File: config.mk
export PLATFORM = sky130hd
export DESIGN_NAME = dmem_port_arbiter
export DESIGN_NICKNAME = d
export VERILOG_FILES = /design/src/rtl/dmem_port_arbiter_pkg.sv /design/src/rtl/dmem_port_arbiter_rr_pick.sv /design/src/rtl/dmem_port_arbiter.sv
export SDC_FILE = /design/constraint.sdc
export NUM_CORES = 1
export LEC_CHECK = 0
export CORE_ASPECT_RATIO = 1.5
export CORE_UTILIZATION = 27
export CTS_BUF_LIST = sky130_fd_sc_hd__clkbuf_8
export DETAILED_ROUTE_END_ITERATION = 7
export MAX_ROUTING_LAYER = met4
export PLACE_DENSITY = 0.63
export SKIP_LAST_GASP = 1
export SYNTH_ARGS = -nofsm -noshare
export SYNTH_HDL_FRONTEND = slang
export SYNTH_SLANG_ARGS = --single-unit
File: constraint.sdc
create_clock -name i_CLK -period 1.7 [get_ports i_CLK]
set_input_delay 0.34 -clock i_CLK [delete_from_list [all_inputs] [get_ports i_CLK]]
set_output_delay 0.34 -clock i_CLK [all_outputs]
set_load 0.02 [all_outputs]
File: src/rtl/dmem_port_arbiter_pkg.sv
// Shared constants for the dmem port arbiter and its picker.
// Holds counter widths and the pointer-width helper.
package dmem_port_arbiter_pkg;

  localparam int MAX_REQ    = 8;
  localparam int PERF_CNT_W = 16;

  // Pointer width that stays legal for a single requester.
  function automatic int ptr_w(input int n);
    return (n > 1) ? $clog2(n) : 1;
  endfunction

endpackage

File: src/rtl/dmem_port_arbiter_rr_pick.sv
// Combinational round-robin one-hot picker.
// Searches upward from ptr with wrap-around.
module rr_pick
  import dmem_port_arbiter_pkg::*;
#(
  parameter int N  = 2,
  parameter int PW = 1
) (
  input  logic [N-1:0]  req,
  input  logic [PW-1:0] ptr,
  output logic [N-1:0]  gnt
);

  int          sum;
  logic [PW-1:0] idx;
  logic        found;

  // Grant the first requester at or above ptr, wrapping past N-1.
  always_comb begin
    gnt   = '0;
    found = 1'b0;
    sum   = 0;
    idx   = '0;
    for (int i = 0; i < N; i++) begin
      sum = int'(ptr) + i;
      if (sum >= N) sum = sum - N;
      idx = sum[PW-1:0];
      if (!found && req[idx]) begin
        gnt[idx] = 1'b1;
        found    = 1'b1;
      end
    end
  end

endmodule

File: src/rtl/dmem_port_arbiter.sv
// Round-robin share of one dmem port; 2-cycle fixed-latency responses.
// Optional perf counters under `DMEM_ARB_PERF_EN.
module dmem_port_arbiter
  import dmem_port_arbiter_pkg::*;
#(
  parameter int NUM_REQ    = 2,
  parameter int ADDR_WIDTH = 15,
  parameter int DATA_WIDTH = 32
) (
  input  logic                          i_CLK,
  input  logic                          i_RST,
  input  logic [NUM_REQ-1:0]            i_REQ,
  input  logic [NUM_REQ-1:0]            i_WE,
  input  logic [NUM_REQ*ADDR_WIDTH-1:0] i_ADDR,
  input  logic [NUM_REQ*DATA_WIDTH-1:0] i_WDATA,
  output logic [NUM_REQ-1:0]            o_GNT,
  output logic [NUM_REQ-1:0]            o_RVALID,
  output logic [DATA_WIDTH-1:0]         o_RDATA,
  output logic                          o_MEM_EN,
  output logic                          o_MEM_WE,
  output logic [ADDR_WIDTH-1:0]         o_MEM_ADDR,
  output logic [DATA_WIDTH-1:0]         o_MEM_WDATA,
  input  logic [DATA_WIDTH-1:0]         i_MEM_RDATA
`ifdef DMEM_ARB_PERF_EN
  ,
  output logic [NUM_REQ*PERF_CNT_W-1:0] o_PERF_GNT_CNT,
  output logic [PERF_CNT_W-1:0]         o_PERF_CONFLICT_CNT
`endif
);

  localparam int PW = ptr_w(NUM_REQ);

  logic [PW-1:0]         ptr_q, ptr_d, gidx;
  logic [NUM_REQ-1:0]    pick, gnt;
  logic                  mem_en_q, mem_en_d;
  logic                  mem_we_q, mem_we_d;
  logic [ADDR_WIDTH-1:0] mem_addr_q, mem_addr_d;
  logic [DATA_WIDTH-1:0] mem_wdata_q, mem_wdata_d;
  logic [NUM_REQ-1:0]    tag1_q, tag1_d;
  logic [NUM_REQ-1:0]    tag2_q, tag2_d;
  logic [DATA_WIDTH-1:0] rdata_q, rdata_d;

  rr_pick #(
    .N  (NUM_REQ),
    .PW (PW)
  ) u_pick (
    .req (i_REQ),
    .ptr (ptr_q),
    .gnt (pick)
  );

  // Mux the granted access into the stage and advance the pointer.
  always_comb begin
    gnt         = i_RST ? '0 : pick;
    gidx        = '0;
    mem_en_d    = |gnt;
    mem_we_d    = 1'b0;
    mem_addr_d  = mem_addr_q;
    mem_wdata_d = mem_wdata_q;
    for (int i = 0; i < NUM_REQ; i++) begin
      if (gnt[i]) begin
        gidx        = PW'(i);
        mem_we_d    = i_WE[i];
        mem_addr_d  = i_ADDR[i*ADDR_WIDTH +: ADDR_WIDTH];
        mem_wdata_d = i_WDATA[i*DATA_WIDTH +: DATA_WIDTH];
      end
    end
    ptr_d = ptr_q;
    if (|gnt) begin
      ptr_d = (gidx == PW'(NUM_REQ - 1)) ? '0 : gidx + 1'b1;
    end
    tag1_d  = gnt;
    tag2_d  = tag1_q;
    rdata_d = o_RDATA;
  end

  // Pointer, memory stage, owner tags and held read data.
  always_ff @(posedge i_CLK) begin
    if (i_RST) begin
      ptr_q       <= '0;
      mem_en_q    <= 1'b0;
      mem_we_q    <= 1'b0;
      mem_addr_q  <= '0;
      mem_wdata_q <= '0;
      tag1_q      <= '0;
      tag2_q      <= '0;
      rdata_q     <= '0;
    end else begin
      ptr_q       <= ptr_d;
      mem_en_q    <= mem_en_d;
      mem_we_q    <= mem_we_d;
      mem_addr_q  <= mem_addr_d;
      mem_wdata_q <= mem_wdata_d;
      tag1_q      <= tag1_d;
      tag2_q      <= tag2_d;
      rdata_q     <= rdata_d;
    end
  end

  assign o_GNT       = gnt;
  assign o_RVALID    = tag2_q;
  assign o_RDATA     = (|tag2_q) ? i_MEM_RDATA : rdata_q;
  assign o_MEM_EN    = mem_en_q;
  assign o_MEM_WE    = mem_we_q;
  assign o_MEM_ADDR  = mem_addr_q;
  assign o_MEM_WDATA = mem_wdata_q;

`ifdef DMEM_ARB_PERF_EN
  logic [NUM_REQ*PERF_CNT_W-1:0] gcnt_q, gcnt_d;
  logic [PERF_CNT_W-1:0]         ccnt_q, ccnt_d;

  // Saturating per-requester grant and conflict counts.
  always_comb begin
    gcnt_d = gcnt_q;
    ccnt_d = ccnt_q;
    for (int i = 0; i < NUM_REQ; i++) begin
      if (gnt[i] && gcnt_q[i*PERF_CNT_W +: PERF_CNT_W] != '1) begin
        gcnt_d[i*PERF_CNT_W +: PERF_CNT_W] =
          gcnt_q[i*PERF_CNT_W +: PERF_CNT_W] + 1'b1;
      end
    end
    if ($countones(i_REQ) > 1 && |(i_REQ & ~gnt)
        && ccnt_q != '1) begin
      ccnt_d = ccnt_q + 1'b1;
    end
  end

  // Counter registers.
  always_ff @(posedge i_CLK) begin
    if (i_RST) begin
      gcnt_q <= '0;
      ccnt_q <= '0;
    end else begin
      gcnt_q <= gcnt_d;
      ccnt_q <= ccnt_d;
    end
  end

  assign o_PERF_GNT_CNT      = gcnt_q;
  assign o_PERF_CONFLICT_CNT = ccnt_q;
`endif

endmodule
==> results of run 1 <==
[synthesized netlist by cell type]
master and number:
dfxtp_1 86, inv_1 48, a2111oi_0 47, a221o_1 47, and2_1 34, mux2_2 32
clkbuf_1 27, buf_2 7, buf_6 3, nor2_1 3, nor2b_1 2, a21oi_1 1
a22o_1 1, buf_4 1, inv_2 1, nor3_1 1, o211a_1 1, o211a_4 1
o21a_1 1
[per-layer routing]
metal / track usage, % / routed length, um
met5: - / 0
met2: 30.8 / 6350
met3: 4.97 / 1080
met4: 8.28 / 369
met1: 18.2 / 4530
[critical path, cell delays in order, from the launching register on]
cell,delay (ns)
dfxtp_2,0.34
nor2_4,0.14
buf_6,0.15
buf_16,0.14
mux2_4,0.32
buf_6,0.13
[stage by stage]
step	worst slack [ns]	area, um2	total power, mW	utilization, %	cells
after CTS	-0.260	6400	5.07	49.2	719
after global placement	-0.362	5940	3.53	45.6	696
final	-0.221	6470	4.97	49.7	721
after floorplan	0.107	3620	2.82	-	344
after detailed placement	-0.365	5940	3.55	45.6	696
after global routing	-0.282	6470	5.23	49.7	721
[cell usage in the layout, fill, tap and decap left out, types with 17 or more instances in the layout]
cell type	count
a221o_1	47
mux2_4	32
dlymetal6s2s_1	33
a2111oi_0	47
inv_1	48
dfxtp_1	84
and2_1	34
buf_6	33
buf_4	17
clkdlybuf4s50_1	137
[cell families (layout without fill, tap and decap cells)]
family | after synthesis | in the layout | synth area share [%]
AND/OR/NAND/NOR | 40 | 40 | 6.68
AO/OA/AOI/OAI | 99 | 99 | 25.7
other | 0 | 1 | 0
flip-flops | 86 | 86 | 47.6
multiplexers | 32 | 32 | 9.97
buffers and inverters | 87 | 304 | 10.0
[power groups by stage]
stage | sequential, mW | clock (mW) | combinational [mW]
2_1_floorplan | 2.37 | 0 | 0.443
3_3_place_gp | 2.26 | 0 | 1.27
3_5_place_dp | 2.26 | 0 | 1.29
4_1_cts | 2.22 | 1.45 | 1.40
5_1_grt | 2.24 | 1.53 | 1.46
6_report | 2.22 | 1.38 | 1.38
[final cells by class]
cell class,count,share of cell area [%]
antenna,1,0.0387
clock buffer,10,2.13
clock inverter,6,0.812
inverter,49,2.84
multi-input combinational,171,25.7
sequential,86,26.6
tap,159,3.07
timing repair buffer,239,38.7
[what timing repair did]
item	CTS	global route
gates resized for setup	249	38
pin swaps	1	0
setup buffers	4	3
cloned	3	0
hold endpoints to repair	0	0
endpoints found under the setup margin	43	66
[flip-flops by register name (all words and copies together) (netlist names)]
signal	flops
o_MEM_WE	1
o_MEM_WDATA	32
o_RVALID	2
o_MEM_ADDR	15
tag1_q	2
o_MEM_EN	1
rdata_q	32
ptr_q	1
[worst paths after layout]
check / startpoint / endpoint / slack (ns) / cells after the start
max: o_RVALID[0]$_SDFF_PP0_ / o_RDATA[21] / -0.22 / 5
min: i_RST / o_RVALID[0]$_SDFF_PP0_ / 0.37 / 3
max reg2reg: ptr_q$_SDFFE_PP0P_ / o_MEM_WDATA[8]$_SDFFE_PP0P_ / 0.16 / 4
min reg2reg: tag1_q[1]$_SDFF_PP0_ / o_RVALID[1]$_SDFF_PP0_ / 0.44 / 1
==> results.sh, run 1 <==
export IMPL_outcome="complete, but fails checks"
export IMPL_violations="setup timing"
export IMPL_ys_warn_count=0
export IMPL_hp_class="input pin to register"
export IMPL_hold_viol_final=0
export IMPL_netlist_area_um2=3620
export IMPL_antenna_found_initial=1
export IMPL_drtPass1Iterations=4
export IMPL_setup_tns_ns=-6.32
export IMPL_avgSynthCellArea_um2=10.5
export IMPL_place_gp_congestion=0.714
export IMPL_syn_nets=476
export IMPL_powerDensity_nw_per_um2=768
export IMPL_critPathMaxFanout=8
export IMPL_path_class="register to output pin"
export IMPL_path_clk_slew_ns=0.09
export IMPL_fmax_mhz=521
export IMPL_clk_latency_ns=0.36
export IMPL_postSynthCellCount=344
export IMPL_slew_headroom_pct=63.3
export IMPL_cts_sinks=86
export IMPL_rows=51
export IMPL_crit_arrival_ns=1.58
export IMPL_synth_distinct_cells=19
export IMPL_ant_nets=0
export IMPL_leakage_nw=3.25
export IMPL_switching_power_mw=1.44
export IMPL_grt_pass1_wl_um=18000
export IMPL_end_kind="output pin"
export IMPL_nNetsFinal=688
export IMPL_drcViolationCount=0
export IMPL_p_clk_share_pct=27.7
export IMPL_synth_top_area_share_pct=47.6
export IMPL_clock_skew_ns=0.0117
export IMPL_ios=217
export IMPL_max_cap_viol_count=0
export IMPL_die_w_um=96.5
export IMPL_grt_pass1_vias=3628
export IMPL_period_needed_ns=1.92
export IMPL_track_usage_pct=17.8
export IMPL_fin_hold_ws_ns=0.374
export IMPL_grt_max_degree=50
export IMPL_port_buffer_count=216
export IMPL_grt_overflow=0
export IMPL_finalCritPeriodShare_pct=113
export IMPL_wl_per_cell_um=17.1
export IMPL_cts_made_buffers=9
export IMPL_cts_max_level=3
export IMPL_design_core_area_um2=13000
export IMPL_layout_area_overhead_vs_synth_pct=79.0
export IMPL_vias=3610
export IMPL_required_ns=1.36
export IMPL_wirelength_um=12300
export IMPL_fillCellCount=1188
export IMPL_hold_buffers=0
export IMPL_via_per_inst=5.01
export IMPL_ff_latch_area_um2=1720
export IMPL_yosysTopAreaCell="dfxtp_1"
export IMPL_p_comb_share_pct=27.7
export IMPL_swShare_pct=28.9
export IMPL_yosys_top_cells_area="dfxtp_1 (48%), a221o_1 (13%), a2111oi_0 (11%), mux2_2 (10%), and2_1 (5.9%)"
export IMPL_ys_ff_latch=86
export IMPL_die_area_um2=13900
export IMPL_drive_gt1_share_pct=20.1
export IMPL_rsz0062_at_grt="true"
export IMPL_crit_path_start_kind="register"
export IMPL_synth_seq_area_share_pct=47.6
export IMPL_start_util_pct=27.8
export IMPL_slew_viol_final=0
export IMPL_drt_initial_drc_count=139
export IMPL_multiInputGateArea_um2=1670
export IMPL_max_vdd_ir_drop_uv=351
export IMPL_seqPwrFrac_pct=44.6
export IMPL_tritoncts="built"
export IMPL_clockBufferDepth=2
export IMPL_tightest_slew_ns=0.550
export IMPL_power_internal_mw=3.54
export IMPL_setup_viol=32
export IMPL_worst_slack_ns=-0.221
export IMPL_cts_root_buf="clkbuf_8"
export IMPL_dpl_hpwl_um=8290
export IMPL_die_h_um=144
No activity file was read; power rests on OpenSTA's default activity.
==> run 2, diff against run 1 <==
--- a/config.mk
+++ b/config.mk
@@ -6,11 +6,11 @@
 export NUM_CORES = 1
 export LEC_CHECK = 0
 export CORE_ASPECT_RATIO = 1.5
-export CORE_UTILIZATION = 27
+export CORE_UTILIZATION = 23
 export CTS_BUF_LIST = sky130_fd_sc_hd__clkbuf_8
 export DETAILED_ROUTE_END_ITERATION = 7
 export MAX_ROUTING_LAYER = met4
-export PLACE_DENSITY = 0.63
+export PLACE_DENSITY = 0.56
 export SKIP_LAST_GASP = 1
 export SYNTH_ARGS = -nofsm -noshare
 export SYNTH_HDL_FRONTEND = slang
==> run 2 against run 1 <==
Net effect: the run still ends with setup timing left; maximum frequency fell by 0.14%; critical path depth did not move; die area rose by 17%; combinational power barely moved; core utilization fell by 6.9 points; hold slack improved by 0.041 ns; register-to-register slack improved by 0.10 ns; non-clock buffer count fell by 1; wire length rose by 6.5%; global-route usage fell by 1.6 points; sequential power barely moved; final cell count rose by 5.4%; critical path type unchanged; critical endpoint is now o_RDATA[14].
==> results.sh, run 2 (synthesized netlist as in run 1, its figures left out) <==
export IMPL_crit_arrival_ns=1.58
export IMPL_ios=217
export IMPL_grt_pass1_vias=3684
export IMPL_critPathMaxFanout=8
export IMPL_fmax_mhz=520
export IMPL_dpl_hpwl_um=8830
export IMPL_grtUsageMet1_pct=17.6
export IMPL_period_needed_ns=1.92
export IMPL_final_area_um2=6510
export IMPL_wirelength_um=13100
export IMPL_crit_chain="nor2_4, buf_4, buf_12, mux2_4, buf_6"
export IMPL_cts_root_buf="clkbuf_8"
export IMPL_swShare_pct=29.3
export IMPL_start_util_pct=23.8
export IMPL_drtPass1Iterations=4
export IMPL_max_cap_viol_count=0
export IMPL_slew_headroom_pct=63.8
export IMPL_track_usage_pct=16.2
export IMPL_hold_buffers=0
export IMPL_postPlaceCellArea_um2=5980
export IMPL_required_ns=1.36
export IMPL_path_buf_inv=3
export IMPL_clockBufferDepth=2
export IMPL_design_core_area_um2=15200
export IMPL_rsz0062_at_grt="true"
export IMPL_p_comb_share_pct=27.7
export IMPL_via_per_inst=4.71
export IMPL_max_stage_delay_ns=0.34
export IMPL_drt_initial_drc_count=150
export IMPL_grt_met3_usage_pct=3.38
export IMPL_cp_slowest_cell="dfxtp_2"
export IMPL_vias=3582
export IMPL_path_clk_slew_ns=0.09
export IMPL_dpl_cell_count=737
export IMPL_slew_viol_final=0
export IMPL_port_buffer_count=216
export IMPL_die_area_um2=16200
export IMPL_finalCritPeriodShare_pct=113
export IMPL_wl_per_cell_um=17.3
export IMPL_final_cell_mix="clkdlybuf4s50_1 (136), dfxtp_1 (83), inv_1 (48)"
export IMPL_crit_path_start_kind="register"
export IMPL_drive_gt1_share_pct=20.4
export IMPL_die_h_um=156
export IMPL_cts_made_buffers=9
export IMPL_fin_cells=760
export IMPL_setup_viol=32
export IMPL_max_vdd_ir_drop_uv=322
export IMPL_violations="setup timing"
export IMPL_tritoncts="built"
export IMPL_end_kind="output pin"
export IMPL_grt_use_met2_pct=29.5
export IMPL_hold_viol_final=0
export IMPL_seqPwrFrac_pct=44.6
export IMPL_leakage_nw=3.24
export IMPL_drcViolationCount=0
export IMPL_rows=55
export IMPL_cts_max_level=3
export IMPL_crit_family="buffers and inverters"
export IMPL_ant_nets=0
export IMPL_die_w_um=104
export IMPL_cts_sinks=86
export IMPL_hp_class="input pin to register"
export IMPL_nNetsFinal=687
export IMPL_powerDensity_nw_per_um2=765
export IMPL_switching_power_mw=1.46
export IMPL_power_internal_mw=3.52
export IMPL_grt_pass1_wl_um=20100
export IMPL_pre_cts_slack_ns=-0.342
export IMPL_clock_skew_ns=0.00817
export IMPL_final_common_cell="clkdlybuf4s50_1"
export IMPL_finalPower_mw=4.98
export IMPL_clk_latency_ns=0.36
export IMPL_p_clk_share_pct=27.7
export IMPL_grt_busiest_layer="met2"
export IMPL_path_class="register to output pin"
export IMPL_outcome="complete, but fails checks"
export IMPL_grt_overflow=0
export IMPL_layout_area_overhead_vs_synth_pct=80.1
export IMPL_antenna_found_initial=1
export IMPL_place_gp_congestion=0.710
export IMPL_grt_max_degree=49
export IMPL_worst_slack_ns=-0.223
export IMPL_tightest_slew_ns=0.543
-- run 2: worst register-to-register path, delay by kind of cell (launching register included) --
kind | cells | cell delay (ns)
compound gates | 2 | 0.72
flops | 1 | 0.35
buf+inv | 1 | 0.27
-- run 2: path summary, 6_finish.rpt --
check                    startpoint                           end  slack (ns)  cells past startpoint
min                           i_RST            ptr_q$_SDFFE_PP0P_        0.42                      4
max reg2reg      ptr_q$_SDFFE_PP0P_  o_MEM_WDATA[11]$_SDFFE_PP0P_        0.26                      3
max          o_RVALID[1]$_SDFF_PP0_                   o_RDATA[14]       -0.22                      5
min reg2reg    tag1_q[1]$_SDFF_PP0_        o_RVALID[1]$_SDFF_PP0_        0.45                      1
-- run 2: what timing repair did --
item                       CTS  global route
buffers inserted             3             2
resized for setup          246            42
setup endpoints to repair   44            66
cloned                       3             0
pin swaps                    1             1
-- run 2: final cells by class --
cell class / count / area [um2]
antenna: 1 / 2.50
timing repair buffer: 238 / 2500
tap: 199 / 249
inverter: 49 / 184
sequential: 86 / 1730
multi-input combinational: 171 / 1670
clock buffer: 10 / 138
clock inverter: 6 / 45.0
fill: 1489 / 8700
-- run 2: routing by layer --
layer / wire (um) / share of wire [%]
met2: 7020 / 53
met4: 133 / 1.0
met1: 5210 / 40
met3: 766 / 5.8
met5: 0 / 0
-- run 2: per-stage QoR --
stage | TNS [ns] | hold slack, ns | util (%)
2_1_floorplan | 0 | 0.414 | -
3_3_place_gp | -19.62 | 0.422 | 39.3
3_5_place_dp | -21.87 | 0.438 | 39.3
4_1_cts | -8.06 | 0.386 | 42.3
5_1_grt | -8.77 | 0.439 | 42.8
6_report | -6.66 | 0.416 | 42.8
-- run 2: power groups by stage --
| stage | combinational, mW | sequential, mW | clock, mW |
|---|---|---|---|
| 2_1_floorplan | 0.443 | 2.37 | 0 |
| 3_3_place_gp | 1.27 | 2.26 | 0 |
| 3_5_place_dp | 1.29 | 2.26 | 0 |
| 4_1_cts | 1.40 | 2.22 | 1.47 |
| 5_1_grt | 1.46 | 2.24 | 1.55 |
| 6_report | 1.38 | 2.22 | 1.38 |
==> run 3, diff against run 2 <==
--- a/config.mk
+++ b/config.mk
@@ -12,6 +12,7 @@
 export MAX_ROUTING_LAYER = met4
 export PLACE_DENSITY = 0.56
 export SKIP_LAST_GASP = 1
+export SLEW_MARGIN = 30
 export SYNTH_ARGS = -nofsm -noshare
 export SYNTH_HDL_FRONTEND = slang
 export SYNTH_SLANG_ARGS = --single-unit
==> results of run 3 <==
The final DEF is identical to that of run 2; final timing and power are the same.
